`src/rtl/sm_pkg.sv`:
```
// Shared types and constants for the sign-magnitude add arbiter.
//   state_e     : sequencer states IDLE -> EXEC -> RESP
//   SM_W        : default operand width (1 sign bit + SM_W-1 magnitude bits)
//   req_id_t    : requester index (0 or 1)
//   pick_winner : round-robin choice between two requesters
package sm_pkg;

  localparam int SM_W = 5;

  typedef enum logic [1:0] {
    IDLE = 2'd0,
    EXEC = 2'd1,
    RESP = 2'd2
  } state_e;

  typedef logic req_id_t;

  // On contention the requester that was not served last wins; a lone
  // request always wins. Only meaningful when at least one req is high.
  function automatic req_id_t pick_winner(input logic r0, input logic r1,
                                          input req_id_t last);
    req_id_t w;
    if (r0 && r1) begin
      w = ~last;
    end else if (r1) begin
      w = 1'b1;
    end else begin
      w = 1'b0;
    end
    return w;
  endfunction

endpackage

```
`src/rtl/sm_add_core.sv`:
```
// Combinational N-bit sign-magnitude adder.
//   a, b  : operands, bit N-1 = sign, bits N-2:0 = magnitude
//   sum   : sign-magnitude result, never negative zero
//   ovflw : carry out of the magnitude add (like signs only)
module sm_add_core
  import sm_pkg::*;
#(
  parameter int N = SM_W
) (
  input  logic [N-1:0] a,
  input  logic [N-1:0] b,
  output logic [N-1:0] sum,
  output logic         ovflw
);

  logic [N-2:0] ma_s;
  logic [N-2:0] mb_s;
  logic         sa_s;
  logic         sb_s;
  logic [N-1:0] add_s;
  logic [N-2:0] mag_s;
  logic         sign_s;

  // Add magnitudes for like signs, subtract smaller from larger otherwise.
  always_comb begin
    ma_s   = a[N-2:0];
    mb_s   = b[N-2:0];
    sa_s   = a[N-1];
    sb_s   = b[N-1];
    add_s  = {1'b0, ma_s} + {1'b0, mb_s};
    mag_s  = {(N-1){1'b0}};
    sign_s = 1'b0;
    ovflw  = 1'b0;
    if (sa_s == sb_s) begin
      mag_s  = add_s[N-2:0];
      ovflw  = add_s[N-1];
      sign_s = sa_s;
    end else if (ma_s >= mb_s) begin
      mag_s  = ma_s - mb_s;
      sign_s = sa_s;
    end else begin
      mag_s  = mb_s - ma_s;
      sign_s = sb_s;
    end
    // A zero magnitude (exact cancel, wrapped overflow, -0 inputs) is +0.
    sum = {(mag_s != {(N-1){1'b0}}) & sign_s, mag_s};
  end

endmodule

```
`src/rtl/sm_add_arbiter.sv`:
```
// Two-requester round-robin front end for one shared sign-magnitude adder.
// Grant in IDLE captures the winner's operands, EXEC registers the sum,
// RESP issues a one-cycle done pulse (visible in the following cycle).
//   clk, rst          : clock, synchronous active-high reset
//   req0/a0/b0        : requester 0 level request and operands
//   req1/a1/b1        : requester 1 level request and operands
//   done0, done1      : one-cycle completion pulses
//   result, ovflw     : registered sum and overflow of the last op
//   busy              : high while an op is in EXEC or RESP
//   stats_clr         : synchronous clear of the op counters
//   op_cnt, ovf_cnt   : saturating counts of ops / overflowing ops
// Build option: define SM_ADD_STATS_EN to enable the counters; otherwise
// they read 0 and stats_clr is ignored.
module sm_add_arbiter
  import sm_pkg::*;
#(
  parameter int N     = SM_W,
  parameter int CNT_W = 8
) (
  input  logic             clk,
  input  logic             rst,
  input  logic             req0,
  input  logic [N-1:0]     a0,
  input  logic [N-1:0]     b0,
  input  logic             req1,
  input  logic [N-1:0]     a1,
  input  logic [N-1:0]     b1,
  output logic             done0,
  output logic             done1,
  output logic [N-1:0]     result,
  output logic             ovflw,
  output logic             busy,
  input  logic             stats_clr,
  output logic [CNT_W-1:0] op_cnt,
  output logic [CNT_W-1:0] ovf_cnt
);

  state_e       state_r;
  req_id_t      last_r;
  req_id_t      gnt_r;
  req_id_t      winner_s;
  logic [N-1:0] op_a_r;
  logic [N-1:0] op_b_r;
  logic [N-1:0] sum_s;
  logic         ovf_s;
  logic [N-1:0] result_r;
  logic         ovflw_r;
  logic         done0_r;
  logic         done1_r;
  logic         busy_r;

  assign winner_s = pick_winner(req0, req1, last_r);

  sm_add_core #(.N(N)) u_core (
    .a     (op_a_r),
    .b     (op_b_r),
    .sum   (sum_s),
    .ovflw (ovf_s)
  );

  // Sequencer: grant/capture, execute, respond; all outputs registered.
  always_ff @(posedge clk) begin
    if (rst) begin
      state_r  <= IDLE;
      last_r   <= 1'b1;
      gnt_r    <= 1'b0;
      op_a_r   <= {N{1'b0}};
      op_b_r   <= {N{1'b0}};
      result_r <= {N{1'b0}};
      ovflw_r  <= 1'b0;
      done0_r  <= 1'b0;
      done1_r  <= 1'b0;
      busy_r   <= 1'b0;
    end else begin
      case (state_r)
        IDLE: begin
          done0_r <= 1'b0;
          done1_r <= 1'b0;
          if (req0 || req1) begin
            gnt_r   <= winner_s;
            op_a_r  <= winner_s ? a1 : a0;
            op_b_r  <= winner_s ? b1 : b0;
            busy_r  <= 1'b1;
            state_r <= EXEC;
          end else begin
            state_r <= IDLE;
          end
        end
        EXEC: begin
          result_r <= sum_s;
          ovflw_r  <= ovf_s;
          state_r  <= RESP;
        end
        RESP: begin
          // Pulse lands in the IDLE cycle that follows, where a still-high
          // req is arbitrated as a fresh request.
          done0_r <= ~gnt_r;
          done1_r <= gnt_r;
          last_r  <= gnt_r;
          busy_r  <= 1'b0;
          state_r <= IDLE;
        end
        default: begin
          done0_r <= 1'b0;
          done1_r <= 1'b0;
          busy_r  <= 1'b0;
          state_r <= IDLE;
        end
      endcase
    end
  end

  assign done0  = done0_r;
  assign done1  = done1_r;
  assign result = result_r;
  assign ovflw  = ovflw_r;
  assign busy   = busy_r;

`ifdef SM_ADD_STATS_EN
  logic [CNT_W-1:0] op_cnt_r;
  logic [CNT_W-1:0] ovf_cnt_r;
  logic             resp_s;

  assign resp_s = (state_r == RESP);

  // Saturating statistics; clear wins over a same-cycle increment.
  always_ff @(posedge clk) begin
    if (rst) begin
      op_cnt_r  <= {CNT_W{1'b0}};
      ovf_cnt_r <= {CNT_W{1'b0}};
    end else if (stats_clr) begin
      op_cnt_r  <= {CNT_W{1'b0}};
      ovf_cnt_r <= {CNT_W{1'b0}};
    end else if (resp_s) begin
      if (op_cnt_r != {CNT_W{1'b1}}) begin
        op_cnt_r <= op_cnt_r + {{(CNT_W-1){1'b0}}, 1'b1};
      end
      if (ovflw_r && (ovf_cnt_r != {CNT_W{1'b1}})) begin
        ovf_cnt_r <= ovf_cnt_r + {{(CNT_W-1){1'b0}}, 1'b1};
      end
    end
  end

  assign op_cnt  = op_cnt_r;
  assign ovf_cnt = ovf_cnt_r;
`else
  logic unused_stats_clr_s;

  assign unused_stats_clr_s = stats_clr;
  assign op_cnt             = {CNT_W{1'b0}};
  assign ovf_cnt            = {CNT_W{1'b0}};
`endif

endmodule

```
`config.mk`:
```
export PLATFORM = sky130hd
export DESIGN_NAME = sm_add_arbiter
export DESIGN_NICKNAME = d
export VERILOG_FILES = /design/src/rtl/sm_pkg.sv /design/src/rtl/sm_add_core.sv /design/src/rtl/sm_add_arbiter.sv
export SDC_FILE = /design/constraint.sdc
export NUM_CORES = 1
export LEC_CHECK = 0
export BUFFER_PORTS_ARGS = -buffer_cell sky130_fd_sc_hd__buf_4
export CAP_MARGIN = 40
export CORE_MARGIN = 1
export CORE_UTILIZATION = 30
export CTS_BUF_LIST = sky130_fd_sc_hd__clkbuf_16
export DETAILED_ROUTE_END_ITERATION = 10
export SLEW_MARGIN = 20
export SYNTH_ARGS = -nofsm -noshare
export SYNTH_HDL_FRONTEND = slang
export SYNTH_HIERARCHICAL = 1
export SYNTH_SLANG_ARGS = --single-unit
export TNS_END_PERCENT = 10
```
`constraint.sdc`:
```
create_clock -name clk -period 3.35 [get_ports clk]
set_clock_uncertainty 0.2 [all_clocks]
set_input_delay 0.67 -clock clk [delete_from_list [all_inputs] [get_ports clk]]
set_output_delay 0.67 -clock clk [all_outputs]
set_load 0.02 [all_outputs]
```
==> results_dict.tcl <==
set metrics [dict create \
    synth_edf_count 0 \
    pwr_density_cell_nw_per_um2 477.1 \
    synth.most_common_cell "nand2_1" \
    area_growth_pct 17.81 \
    tightest_slew_ps 682.8 \
    setup_slack_ps 700.2 \
    ys_seq_elements 23 \
    nNetsFinal 258 \
    gr-total-overflow 0 \
    fmax_ghz 0.3774 \
    cts_tree "built" \
    synth.avg_cell_area_um2 8.284 \
    finalPower_w 0.0008846 \
    synth_cell_types 38 \
    end_kind "register" \
    ys_async_sr_fraction_pct 0 \
    grt_pass1_wl_um 5471 \
    dpl.hpwl_um 2508 \
    routedWlPerCell_um 11.33 \
    yosysTopAreaCellShare_pct 29.25 \
    root_buffer "clkbuf_16" \
    rows 25 \
    diodes 0 \
    status "finished, final reports clean" \
    gp_congestion 0.8152 \
    slew_viol_final 0 \
    yosys-top-cells-area "dfxtp_1 (29%), buf_4 (9.5%), ha_1 (9.5%), nand2_1 (9.3%), a21oi_1 (7.9%)" \
    clkLatencyLatePin_ps 250 \
    hp-class "register to register" \
    yosys-top-cells-count "nand2_1 (39), a21oi_1 (25), dfxtp_1 (23)" \
    multi_input_area_um2 940.9 \
    postCtsSetupBuffers 0 \
    routed_wirelength_um 3218 \
    crit_required_ps 3290 \
    ff_latch_area_um2 460.4 \
    syn-cell-area_um2 1574 \
    slew_headroom_pct 54.23 \
    yosys-mux-area-fraction_pct 0.7154 \
    crit_fanout 6 \
    cap_violations 0 \
    leakage_nw 0.8263 \
    yosysTopAreaCell "dfxtp_1" \
    place_ws_ps 723.7 \
    grt_pass1_vias 1221 \
    cts.htree.levels 1 \
    setup_viol 0 \
    cts_made_buffers 3 \
    worstSetupPathType "register to register" \
    numPortBuffers 32 \
    synth_compound_area_share_pct 22.89 \
    hold_viol 0 \
    post-route-drc-count 0 \
    syn-instance-count 190 \
    num-fill-cells 539 \
    period_share_pct 79.10 \
    vias 1293 \
    stdcell_count 284 \
    coreArea_um2 4880 \
    yosysWarnings 6 \
    antenna_found_initial 0 \
    ctsHoldBuffers 0 \
    period_minus_slack_ps 2650 \
    yosys.area_share.simple_pct 16.85 \
    cts_sinks 23 \
    ys_seq_area_share_pct 29.25 \
    fp.dieW_um 74.44 \
    synth_fa_ha_area_share_pct 13.35 \
    die_h_um 74.44 \
    firstDrtPassIters 4 \
    placed_cells 280 \
    start_util_pct 32.26 \
    drive_gt1_share_pct 21.20 \
    routed_via_density 4.553 \
    synth_top_family_by_area "compound AO/OA/AOI/OAI gates" \
    setup_tns_ps 0 \
    track_usage_pct 12.66 \
    drt_iter0_drc 42 \
    die_area_um2 5541 \
    irDropWorstVdd_mv 0.1985 \
    clockBufferDepth 2 \
    path_clk_slew_ps 60 \
    start_kind "register" \
    grt_max_degree 24 \
    rsz0062_at_grt "false" \
    antenna_left 0 \
    io_pins 50 \
    post_cts_resized 0 \
    cp.arrival_ps 2590 \
    synth_ff_type "dfxtp_1" \
    synth_xor_area_share_pct 2.146 \
]
critical path, cell delays in order (launching register included):
cell and delay (ps):
dfxtp_1 490, inv_1 130, fa_1 490, a31oi_4 230, o221a_1 220, o32ai_1 100
xor2_1 170, o41a_1 380, nand2_1 70, a21oi_1 60
cell type report:
type                    instances  area share [%]
flip-flops and latches         23           24.83
multi-input cells             145           50.74
well taps                      67           4.521
repair buffers                 32           12.96
clock inverters                 1          0.2699
clock buffers                   3           4.049
inverters                      13           2.632
cell families after synthesis:
logic type,count (synthesis)
and+or+nand+nor,60
AOI/OAI and AO/OA,50
buffers and inverters,37
DFF,23
adders and majority gates,15
xor gates and xnor gates,3
other,1
muxes,1
path summary, 6_finish.rpt:
check	startpoint	to	slack (ps)	cells past startpoint
worst max-delay path	op_a_r[1]$_SDFFE_PP0P_	result[4]$_SDFFE_PP0N_	700	9
worst min register to register	result[1]$_SDFFE_PP0N_	result[1]$_SDFFE_PP0N_	260	2
worst min-delay path	result[1]$_SDFFE_PP0N_	result[1]$_SDFFE_PP0N_	260	2
worst max register to register	op_a_r[1]$_SDFFE_PP0P_	result[4]$_SDFFE_PP0N_	700	9
registers in the layout (all words and copies together) (netlist names):
signal   flops
op_b_r       5
state_r      2
ovflw        1
op_a_r       5
busy         1
result       5
done0        1
gnt_r        1
last_r       1
done1        1
metal layers:
| layer | vias up | routed length, um | GRT usage [%] |
|---|---|---|---|
| met5 | - | 0 | 0 |
| met4 | 0 | 11 | 3.564 |
| met3 | 2 | 101 | 1.762 |
| met2 | 26 | 1552 | 20.42 |
| met1 | 595 | 1552 | 17.60 |
| li1 | 670 | - | - |
cells in the final DEF (no fill, tap or decap), drive strengths merged, types with 2 or more instances in the layout:
master / instances
xor2: 2
dfxtp: 23
a311oi: 10
conb: 16
fa: 3
nand2: 39
clkbuf: 3
o31ai: 2
o21ai: 3
inv: 13
buf: 32
ha: 12
nor2: 10
a21oi: 25
nand2b: 4
nor2b: 2
where the power goes:
part	switching (W)	internal [W]
clock	0.0000965	0.000160
combinational	0.000172	0.000127
sequential	0.0000284	0.000300
per-stage QoR:
step	util [%]	cell area [um^2]	hold WS, ps
final	38.00	1854	255.0
after global routing	38.00	1854	279.0
after CTS	38.00	1854	256.9
after detailed placement	36.36	1774	248.3
after global placement	36.36	1774	247.1
after floorplan	-	1630	261.7
Power figures use the tool's default switching activity.
